`src/rtl/bram_port_pkg.sv`:
```
// ---------------------------------------------------------------------------
// bram_port_pkg
//   Shared definitions for the BRAM port-A command master.
//   - state_t   : master FSM states
//   - params_ok : elaboration-time sanity check of the read-latency / response
//                 FIFO sizing pair. The FIFO must hold every beat that can be
//                 in flight, and its depth must be a power of two.
// ---------------------------------------------------------------------------
package bram_port_pkg;

    typedef enum logic [1:0] {
        IDLE  = 2'd0,
        WR    = 2'd1,
        RD    = 2'd2,
        DRAIN = 2'd3
    } state_t;

    function automatic bit params_ok(input int rd_lat, input int rsp_depth);
        bit lat_ok;
        bit depth_ok;
        bit pow2_ok;
        lat_ok   = (rd_lat == 1) || (rd_lat == 2);
        depth_ok = rsp_depth >= (rd_lat + 1);
        pow2_ok  = (rsp_depth > 0) && ((rsp_depth & (rsp_depth - 1)) == 0);
        return lat_ok && depth_ok && pow2_ok;
    endfunction

endpackage

```
`src/rtl/bram_port_master_rsp_fifo.sv`:
```
// ---------------------------------------------------------------------------
// rsp_fifo
//   Synchronous first-word-fall-through FIFO for read responses.
//   Ports:
//     clk, rst_n        clock / asynchronous active-low reset
//     push, push_data   write side (caller guarantees no overflow)
//     pop               read side (caller guarantees not empty)
//     pop_data          current head entry
//     empty             no entries stored
//     count             number of entries stored (0..DEPTH)
//   Push and pop in the same cycle are legal at any occupancy.
// ---------------------------------------------------------------------------
module rsp_fifo #(
    parameter int WIDTH = 17,
    parameter int DEPTH = 4
) (
    input  logic                     clk,
    input  logic                     rst_n,
    input  logic                     push,
    input  logic [WIDTH-1:0]         push_data,
    input  logic                     pop,
    output logic [WIDTH-1:0]         pop_data,
    output logic                     empty,
    output logic [$clog2(DEPTH):0]   count
);

    localparam int PTR_W = $clog2(DEPTH);

    logic [WIDTH-1:0] mem [DEPTH];
    logic [PTR_W-1:0] wr_ptr;
    logic [PTR_W-1:0] rd_ptr;
    logic [PTR_W:0]   cnt;

    // Pointers and occupancy are control state and are cleared on reset.
    always_ff @(posedge clk or negedge rst_n) begin
        if (!rst_n) begin
            wr_ptr <= '0;
            rd_ptr <= '0;
            cnt    <= '0;
        end else begin
            if (push) begin
                wr_ptr <= wr_ptr + PTR_W'(1);
            end
            if (pop) begin
                rd_ptr <= rd_ptr + PTR_W'(1);
            end
            cnt <= cnt + (PTR_W+1)'(push) - (PTR_W+1)'(pop);
        end
    end

    // Storage carries data only; stale contents are unreachable after reset.
    always_ff @(posedge clk) begin
        if (push) begin
            mem[wr_ptr] <= push_data;
        end
    end

    assign pop_data = mem[rd_ptr];
    assign empty    = (cnt == '0);
    assign count    = cnt;

endmodule

```
`src/rtl/bram_port_master.sv`:
```
// ---------------------------------------------------------------------------
// bram_port_master
//   Command-driven initiator for port A of a single-port BRAM. Write bursts
//   stream data from the wr_* channel into the BRAM; read bursts issue
//   addresses under a credit scheme and return data on the rsp_* stream.
//   Ports:
//     clka_0, rsta_n_0              clock / asynchronous active-low reset
//     cmd_valid/ready/we/addr/len   burst command (beats = cmd_len + 1)
//     wr_valid/ready/data           write beat stream
//     rsp_valid/ready/data/last     read response stream
//     busy                          FSM active or responses still queued
//     addra_0/dina_0/wea_0          registered BRAM port drive
//     douta_0                       BRAM read data (RD_LAT cycles latency)
// ---------------------------------------------------------------------------
module bram_port_master
    import bram_port_pkg::*;
#(
    parameter int ADDR_W    = 10,
    parameter int DATA_W    = 16,
    parameter int LEN_W     = 4,
    parameter int RD_LAT    = 1,
    parameter int RSP_DEPTH = 4
) (
    input  logic              clka_0,
    input  logic              rsta_n_0,
    input  logic              cmd_valid,
    output logic              cmd_ready,
    input  logic              cmd_we,
    input  logic [ADDR_W-1:0] cmd_addr,
    input  logic [LEN_W-1:0]  cmd_len,
    input  logic              wr_valid,
    output logic              wr_ready,
    input  logic [DATA_W-1:0] wr_data,
    output logic              rsp_valid,
    input  logic              rsp_ready,
    output logic [DATA_W-1:0] rsp_data,
    output logic              rsp_last,
    output logic              busy,
    output logic [ADDR_W-1:0] addra_0,
    output logic [DATA_W-1:0] dina_0,
    output logic              wea_0,
    input  logic [DATA_W-1:0] douta_0
);

    if (!params_ok(RD_LAT, RSP_DEPTH)) begin : g_bad_params
        $error("bram_port_master: RD_LAT must be 1 or 2 and RSP_DEPTH a power of two >= RD_LAT+1");
    end

    // Stage 0 of the in-flight pipe lines up with addra_0; stage RD_LAT lines
    // up with the cycle in which douta_0 holds that address's data.
    localparam int PIPE_N = RD_LAT + 1;
    localparam int CNT_W  = $clog2(RSP_DEPTH) + 1;

    state_t              state;
    logic [ADDR_W-1:0]   cur_addr;
    logic [LEN_W:0]      beats;
    logic [PIPE_N-1:0]   vld_p;
    logic [PIPE_N-1:0]   last_p;

    logic                fifo_empty;
    logic [CNT_W-1:0]    fifo_count;
    logic [DATA_W:0]     fifo_head;
    logic                fifo_push;
    logic                fifo_pop;

    logic [CNT_W:0]      in_flight;
    logic [CNT_W:0]      outstanding;
    logic                issue;
    logic                final_beat;

    function automatic logic [CNT_W:0] ones(input logic [PIPE_N-1:0] v);
        logic [CNT_W:0] n;
        n = '0;
        for (int i = 0; i < PIPE_N; i++) begin
            n = n + (CNT_W+1)'(v[i]);
        end
        return n;
    endfunction

    // Credit: every beat issued but not yet popped holds one FIFO slot, so
    // the FIFO can never be pushed while full.
    assign in_flight   = ones(vld_p);
    assign outstanding = in_flight + (CNT_W+1)'(fifo_count);
    assign issue       = (state == RD) && (outstanding < (CNT_W+1)'(RSP_DEPTH));
    assign final_beat  = (beats == (LEN_W+1)'(1));

    assign cmd_ready = (state == IDLE);
    assign wr_ready  = (state == WR);

    always_ff @(posedge clka_0 or negedge rsta_n_0) begin
        if (!rsta_n_0) begin
            state    <= IDLE;
            cur_addr <= '0;
            beats    <= '0;
            addra_0  <= '0;
            dina_0   <= '0;
            wea_0    <= 1'b0;
            vld_p    <= '0;
            last_p   <= '0;
        end else begin
            wea_0  <= 1'b0;
            // Issue -> address stage -> ... -> BRAM data stage.
            vld_p  <= {vld_p[PIPE_N-2:0], issue};
            last_p <= {last_p[PIPE_N-2:0], issue && final_beat};

            case (state)
                IDLE: begin
                    if (cmd_valid) begin
                        cur_addr <= cmd_addr;
                        beats    <= {1'b0, cmd_len} + (LEN_W+1)'(1);
                        state    <= cmd_we ? WR : RD;
                    end
                end
                WR: begin
                    if (wr_valid) begin
                        addra_0  <= cur_addr;
                        dina_0   <= wr_data;
                        wea_0    <= 1'b1;
                        cur_addr <= cur_addr + ADDR_W'(1);
                        beats    <= beats - (LEN_W+1)'(1);
                        // Final pulse lands together with IDLE so the next
                        // command can be taken without a bubble.
                        if (final_beat) begin
                            state <= IDLE;
                        end
                    end
                end
                RD: begin
                    if (issue) begin
                        addra_0  <= cur_addr;
                        cur_addr <= cur_addr + ADDR_W'(1);
                        beats    <= beats - (LEN_W+1)'(1);
                        if (final_beat) begin
                            state <= DRAIN;
                        end
                    end
                end
                DRAIN: begin
                    if (in_flight == '0) begin
                        state <= IDLE;
                    end
                end
                default: state <= IDLE;
            endcase
        end
    end

    // BRAM data stage -> response FIFO.
    assign fifo_push = vld_p[PIPE_N-1];
    assign fifo_pop  = !fifo_empty && rsp_ready;

    rsp_fifo #(
        .WIDTH (DATA_W + 1),
        .DEPTH (RSP_DEPTH)
    ) u_rsp_fifo (
        .clk       (clka_0),
        .rst_n     (rsta_n_0),
        .push      (fifo_push),
        .push_data ({last_p[PIPE_N-1], douta_0}),
        .pop       (fifo_pop),
        .pop_data  (fifo_head),
        .empty     (fifo_empty),
        .count     (fifo_count)
    );

    assign rsp_valid = !fifo_empty;
    assign rsp_data  = fifo_head[DATA_W-1:0];
    assign rsp_last  = fifo_head[DATA_W];
    assign busy      = (state != IDLE) || !fifo_empty;

endmodule

```
`config.mk`:
```
export PLATFORM = sky130hd
export DESIGN_NAME = bram_port_master
export DESIGN_NICKNAME = d
export VERILOG_FILES = /design/src/rtl/bram_port_pkg.sv /design/src/rtl/bram_port_master_rsp_fifo.sv /design/src/rtl/bram_port_master.sv
export SDC_FILE = /design/constraint.sdc
export NUM_CORES = 1
export LEC_CHECK = 0
export CAP_MARGIN = 20
export CELL_PAD_IN_SITES_DETAIL_PLACEMENT = 1
export CELL_PAD_IN_SITES_GLOBAL_PLACEMENT = 1
export CORE_ASPECT_RATIO = 0.6
export CORE_UTILIZATION = 40
export CTS_CLUSTER_SIZE = 40
export DETAILED_ROUTE_END_ITERATION = 10
export GPL_ROUTABILITY_DRIVEN = 0
export HOLD_SLACK_MARGIN = 0.03
export PLACE_DENSITY_LB_ADDON = 0.1
export SETUP_SLACK_MARGIN = 0.4
export SLEW_MARGIN = 20
export SYNTH_ARGS = -nofsm -noshare
export SYNTH_HDL_FRONTEND = slang
export SYNTH_SLANG_ARGS = --single-unit
```
`constraint.sdc`:
```
create_clock -name clka_0 -period 4.9 [get_ports clka_0]
set_input_delay 0.49 -clock clka_0 [delete_from_list [all_inputs] [get_ports clka_0]]
set_output_delay 0.49 -clock clka_0 [all_outputs]
set_load 0.05 [all_outputs]
```
==> results of run 1 <==
-- synth_stat cells (4+ instances only) --
cell,n
a21oi_1,10
and2_1,5
buf_2,4
clkbuf_1,6
dfrtp_1,55
edfxtp_1,68
ha_1,19
inv_1,18
mux2_1,8
mux2_2,20
mux2i_1,4
mux4_2,17
nand2_1,21
nand2b_1,5
nand3_1,10
nor2_1,6
nor3_1,9
o21ai_0,6
o21ai_1,5
o22ai_1,5
xor2_1,4
-- state kept, by name (all words and copies together), names as in the netlist --
register / flops
u_rsp_fifo.mem: 68
dina_0: 16
addra_0: 10
cur_addr: 10
beats: 5
u_rsp_fifo.count: 3
last_p: 2
state: 2
u_rsp_fifo.rd_ptr: 2
u_rsp_fifo.wr_ptr: 2
vld_p: 2
wea_0: 1
-- stage by stage --
step,instances,worst slack (ps)
finish,625,1780
global placement,593,2136
detailed placement,593,2030
global route,625,1625
floorplan,339,2654
CTS,625,1715
-- cell usage in the layout, fill, tap and decap left out, drive strengths merged, types with 5 or more instances in the layout --
cell type	n
nand2	21
dfrtp	55
clkdlybuf4s50	98
edfxtp	68
buf	5
nand3	10
ha	19
mux2	28
mux4	17
inv	27
o22ai	5
nand2b	5
clkbuf	17
nor3	9
a21oi	13
and2	5
nor2	6
o21ai	11
-- logic make-up (layout without fill, tap and decap cells) --
logic type | after synthesis | count (layout) | share of synthesized area, %
mux | 49 | 49 | 14.08
flops | 123 | 123 | 65.22
buf+inv | 32 | 153 | 2.602
simple gates | 67 | 67 | 6.469
compound gates | 41 | 41 | 5.538
xor+xnor | 7 | 7 | 1.170
fa+ha+maj | 20 | 20 | 4.918
-- area by class of cell --
type                    count  area [um2]  area share [%]
inverters                  18       67.56          0.9672
well taps                 165       206.4           2.955
clock buffers              17       425.4           6.090
clock inverters            15       152.6           2.185
multi-input cells         184        1699           24.32
flip-flops and latches    123        3418           48.93
repair buffers            103        1016           14.54
-- power groups by stage --
stage                     Combinational (mW)  Clock (mW)  Sequential, mW
after CTS                               2.46        1.26            1.63
after global placement                  2.40           0            1.63
after detailed placement                2.45           0            1.65
after global routing                    2.61        1.30            1.68
final                                   2.43        1.23            1.63
after floorplan                         1.42           0            1.93
-- final timing paths --
check	from	end	slack [ps]
worst min register to register	last_p[0]	last_p[1]	360
worst max register to register	vld_p[1]	cur_addr[9]	2040
min in group clka_0	last_p[0]	last_p[1]	360
worst min-delay path	rsta_n_0	u_rsp_fifo.count[2]	230
worst max-delay path	u_rsp_fifo.rd_ptr[0]	rsp_data[0]	1780
max in group asynchronous	rsta_n_0	last_p[1]	4170
-- worst register-to-register path: stages (launching register included) --
cell	delay, ps
dfrtp_1	480
ha_1	230
ha_1	290
a311o_1	400
a2111oi_4	730
buf_4	310
mux2i_1	210
o211ai_1	110
-- layer usage --
layer	global-route usage (%)	vias to the layer above	part of all wire, %
li1	-	1485	-
met1	27.28	1632	47
met2	26.58	89	43
met3	7.626	10	8.1
met4	7.071	0	1.1
met5	0	-	0
==> key figures, run 1 <==
Status
  • Outcome: finished clean

Timing
  • Final period util: 63.68%
  • Slew Viols, Final: 0
  • Fmax: 320.5 MHz
  • Slew HR: 35.31%
  • # setup viols final: 0
  • Tmin final: 3120 ps
  • Final hold vios: 0
  • Worst-Margin Slew: 970.3 ps
  • Final hold slack: between 200 and 250 ps
  • Clk_skew: 9.494 ps
  • Total negative slack: 0 ps
  • RSZ-0062 raised after global routing: false

Power
  • Leak: 2.677 nW
  • Switching Share: 42.19%
  • Total Power: ~5.3 mW
  • VDD IR max: 379.0 uV
  • Combinational Power Share: 46.0%
  • Clock power frac: a little under a quarter
  • Net Sw Power: 2.229 mW
  • Pwr dens: about 760 mW/mm2
  • Internal power: between 3 and 4 mW
  • Sequential Power Share: a little under a third

Clocking
  • Max Root-Sink Buffers: 2
  • Clock-pin slew on the worst setup and hold paths: 60 ps
  • CTS tree: yes
  • Clk_lat worst skew: just over 400 ps
  • CTS Buf Count: 17
  • Clock Sinks: roughly 120
  • Setup bufs post-CTS: 0
  • Cts hold-fix bufs: 0
  • Root Driver: clkbuf_16
  • H-tree Lvls: 4
  • CTS resizes: 0

Floorplanning
  • Die area: 0.01358 mm2
  • # rows: 31
  • Core region area: 0.01241 mm2
  • Ports: 100
  • Die span in y: 90.67 um
  • Initial Util: 42.23%
  • Die X: 149.8 um

Final layout
  • Nets: 519
  • Post-route cell area: 0.006985 mm2
  • Final core utilization: 56.28%
  • Antenna Cells: 0
  • Area grow syn2layout: 33.28%
  • Share of cells above drive strength 1: 18.04%
  • Fillers: 1191

Critical path
  • WS Path Type: flip-flop to output pin
  • Reg2reg path depth: 7
  • Critical path capture point type: output pin
  • CP bufs+invs: 2
  • Critical Path AT: 2630 ps
  • Critical path depth in cells: 3
  • Critical path data required time: 4410 ps
  • Crit path max-delay family: buffers and inverters
  • Max FO, Critical Path: 13
  • Slowest stage cell, crit path: clkdlybuf4s50_1
  • CP cell instances: buf_4 -> mux4_2 -> clkdlybuf4s50_1
  • CP Launch Type: flip-flop
  • Max stage delay on crit path: approximately 730 ps

Place
  • DP HPWL: 8111 um
  • Placement Cell Area: 0.006407 mm2
  • # port buffers: 99

Global routing
  • Tot GR Track Use: 19.29%
  • Number of global-route vias before repair: 3496
  • First-pass GRT wire length: 19160 um
  • Largest net degree at the start of global routing: between 50 and 60
  • Grt total ovfl: 0
  • Initial antenna violation count: 0

Detailed routing
  • Drt drc: 0
  • DRT Wirelength: 11710 um
  • Vias post-DR: 3216
  • TritonRoute pass-1 iters: 4
  • Post-route ant nets: 0
  • Drt via density: between 5 and 6
  • Routed len/inst: 18.73 um
  • Drt first-iter violations: 108

Synthesis
  • #FFs+latches synth: 123
  • Synthesized area per cell: roughly 15 um2
  • Syn_nets: ~410
  • Area leader, netlist: edfxtp_1
  • Unique masters post-synth: 44
  • Synth warn: 0
  • Synth top area share: 38.96%
  • EDFF count, synth: about 70
  • Synth async-reset ratio: 44.72%
  • Cells after Synth: approximately 340
  • Synthesized area: around 0.0052 mm2
  • Ranking of synthesized cells by area: edfxtp_1 (39%), dfrtp_1 (26%), mux4_2 (7.3%), ha_1 (4.5%), mux2_2 (4.3%)
  • Sequential share of the synthesized area: 65.22%
  • Ys flop type: edfxtp_1

Min path
  • Hold Crit Class: input port to async pin

Run
  • Max-cap violations: 0
Note: power is estimated with default switching activity, not from simulation.
==> run 2, diff against run 1 <==
==> constraint.sdc (replaced) <==
create_clock -name clka_0 -period 3 [get_ports clka_0]
set_input_delay 0.3 -clock clka_0 [delete_from_list [all_inputs] [get_ports clka_0]]
set_output_delay 0.3 -clock clka_0 [all_outputs]
set_load 0.05 [all_outputs]
==> run 2 against run 1 <==
Utilization grew 0.67 points. Critical path depth grew 4. Highest routed layer unchanged. Largest power group unchanged. Combinational power grew 68%. Sequential share of layout area shrank 0.57 points. Largest cell class unchanged. Final area grew 1.2%. Setup slack lost 1300 ps. Die area is the same. Sequential cell count is the same. Register-to-register slack lost 1500 ps. Sequential power grew 61%. Non-clock buffer count grew 6. Critical path type is now flip-flop to flip-flop. Hold slack gained 130 ps.
==> key figures, run 2 (synthesis gave the netlist of run 1 again) <==
Final layout
  • Post-route cell area: 0.007068 mm2 (+1.2%)
  • Largest Register: u_rsp_fifo.mem
  • Most frequent cells in the layout: clkdlybuf4s50_1 (81), edfxtp_1 (68), dfrtp_1 (55)
  • Area grow syn2layout: 34.85%
  • Max FFs per register: 68 (unchanged)
  • Biggest regs: u_rsp_fifo.mem x68, dina_0 x16
  • Most common cell after layout, fill and taps aside: clkdlybuf4s50_1
  • Antenna Cells: 0 (unchanged)
  • Nets: 525 (+1.2%)
  • Final non-filler cell total: 631 (+0.96%)
  • Share of cells above drive strength 1: 19.53% (+1.5 points)

Clocking
  • H-tree Lvls: 4 (unchanged)
  • Root Driver: clkbuf_16
  • Clk_lat worst skew: 400 ps (about the same)
  • Max Root-Sink Buffers: 2 (unchanged)
  • Clock-pin slew on the worst setup and hold paths: 60 ps (about the same)
  • Clock Sinks: 123 (unchanged)
  • CTS Buf Count: 17 (unchanged)
  • CTS tree: yes

Critical path
  • Critical path data required time: 3280 ps (-1130 ps)
  • CP Launch Type: flip-flop
  • Start point of the critical path: vld_p[1]
  • Reg2reg start: vld_p[1]
  • WS Path Type: flip-flop to flip-flop
  • Critical Path AT: 2760 ps (+130 ps)
  • FF-to-FF setup slack: 520 ps (-1520 ps)
  • Critical path capture point type: flip-flop
  • Reg2reg path depth: 7 (unchanged)
  • Max FO, Critical Path: 20 (+7)
  • Reg2reg end: cur_addr[9]

Place
  • DP HPWL: 8479 um (+4.5%)
  • # port buffers: 99 (unchanged)
  • Placement Cell Area: 0.006435 mm2 (+0.43%)
  • Post-Place Cells: 597 (+0.67%)

Timing
  • Slew Viols, Final: 0 (unchanged)
  • Total negative slack: 0 ps (unchanged)
  • RSZ-0062 raised after global routing: false
  • Final hold slack: 357.0 ps (+126.4 ps)
  • Fmax: ~400 MHz
  • Final hold vios: 0 (unchanged)
  • Slew HR: 37.57% (+2.3 points)
  • Clk_skew: 7.263 ps (-2.231 ps)
  • Worst-Margin Slew: 936.5 ps (-33.76 ps)
  • Final period util: just over 80%
  • Tmin final: 2477 ps
  • # setup viols final: 0 (unchanged)

Power
  • Clock power frac: 23.3% (about the same)
  • Sequential Power Share: 30.0% (-0.8 points)
  • Total Power: 8.731 mW (+65%)
  • Internal power: 5.061 mW (+66%)
  • Pwr dens: 1235 mW/mm2 (+63%)
  • Leak: 2.790 nW (+4.2%)
  • Switching Share: 42.04% (-0.15 points)
  • Net Sw Power: 3.671 mW (+65%)
  • VDD IR max: 628.3 uV (+66%)
  • Combinational Power Share: 46.7% (+0.7 points)

Floorplanning
  • Core region area: 0.01241 mm2 (unchanged)
  • Ports: 100 (unchanged)
  • Die X: 149.8 um (unchanged)
  • # rows: 31 (unchanged)
  • Initial Util: 42.23% (unchanged)
  • Die area: 0.01358 mm2 (unchanged)
  • Die span in y: 90.67 um (unchanged)

Detailed routing
  • Drt first-iter violations: 147 (+36%)
  • Drt drc: 0 (unchanged)
  • Drt via density: 5.109 (-0.70%)
  • TritonRoute pass-1 iters: 4 (unchanged)
  • Routed len/inst: 19.50 um (+4.1%)
  • DRT Wirelength: 12300 um (+5.1%)
  • Vias post-DR: 3224 (+0.25%)
  • Post-route ant nets: 0 (unchanged)

Min path
  • HP Start: last_p[0]
  • Worst min-delay path endpoint: last_p[1]
  • Hold Crit Depth: 0
  • Hold Crit Class: flip-flop to flip-flop

Global routing
  • Grt total ovfl: 0 (unchanged)
  • Largest net degree at the start of global routing: 38 (-32%)
  • Number of global-route vias before repair: 3495 (-0.029%)
  • First-pass GRT wire length: 19790 um (+3.3%)
  • Initial antenna violation count: 0 (unchanged)
  • Tot GR Track Use: 19.89% (+0.60 points)

Status
  • Outcome: finished clean

Run
  • Max-cap violations: 0 (unchanged)
-- run 2: worst max path at each step --
| stage | cells past startpoint | endpoint |
|---|---|---|
| 3_3_place_gp | 6 | addra_0[3] |
| 6_report | 7 | cur_addr[9] |
| 2_1_floorplan | 7 | cur_addr[9] |
| 5_1_grt | 7 | cur_addr[9] |
| 3_5_place_dp | 6 | addra_0[2] |
| 4_1_cts | 3 | rsp_data[10] |
-- run 2: area by class of cell --
cell class	count	area [um2]
Fill cell	1163	5344
Clock inverter	15	167.7
Sequential cell	123	3418
Timing Repair Buffer	109	1075
Clock buffer	17	425.4
Tap cell	165	206.4
Inverter	18	67.56
Multi-Input combinational cell	184	1708
-- run 2: power groups by stage --
stage / clock network [mW] / logic, mW / registers (mW)
global placement: 0 / 3.99 / 2.61
CTS: 2.07 / 4.10 / 2.62
detailed placement: 0 / 4.10 / 2.63
floorplan: 0 / 2.31 / 3.15
global route: 2.14 / 4.37 / 2.68
finish: 2.03 / 4.08 / 2.62
-- run 2: critical path: stages, from the launching register on --
cell	delay [ps]
dfrtp_1	480
ha_1	240
ha_1	290
a311o_1	390
a2111oi_4	380
buf_6	260
mux2i_1	210
o211ai_1	100
-- run 2: per-layer routing --
layer	GRT usage (%)	share of wire [%]	vias up
met5	0	0	-
met4	5.556	0.63	0
met3	6.717	6.8	5
met2	28.51	44	90
met1	28.64	49	1632
li1	-	-	1497
-- run 2: repair_timing --
| action | 4_1_cts | 5_1_grt |
|---|---|---|
| hold endpoints to repair | 34 | 0 |
| setup endpoints to repair | 19 | 16 |
| gates resized for setup | 10 | 10 |
| hold buffers | 1 | 0 |
| setup buffers | 0 | 1 |
| pin swaps | 0 | 1 |
-- run 2: through the flow --
stage	util, %	setup slack (ps)
floorplan	-	753.9
global placement	51.84	482.5
detailed placement	51.84	403.6
CTS	56.64	421.5
global route	56.95	406.8
finish	56.95	522.7
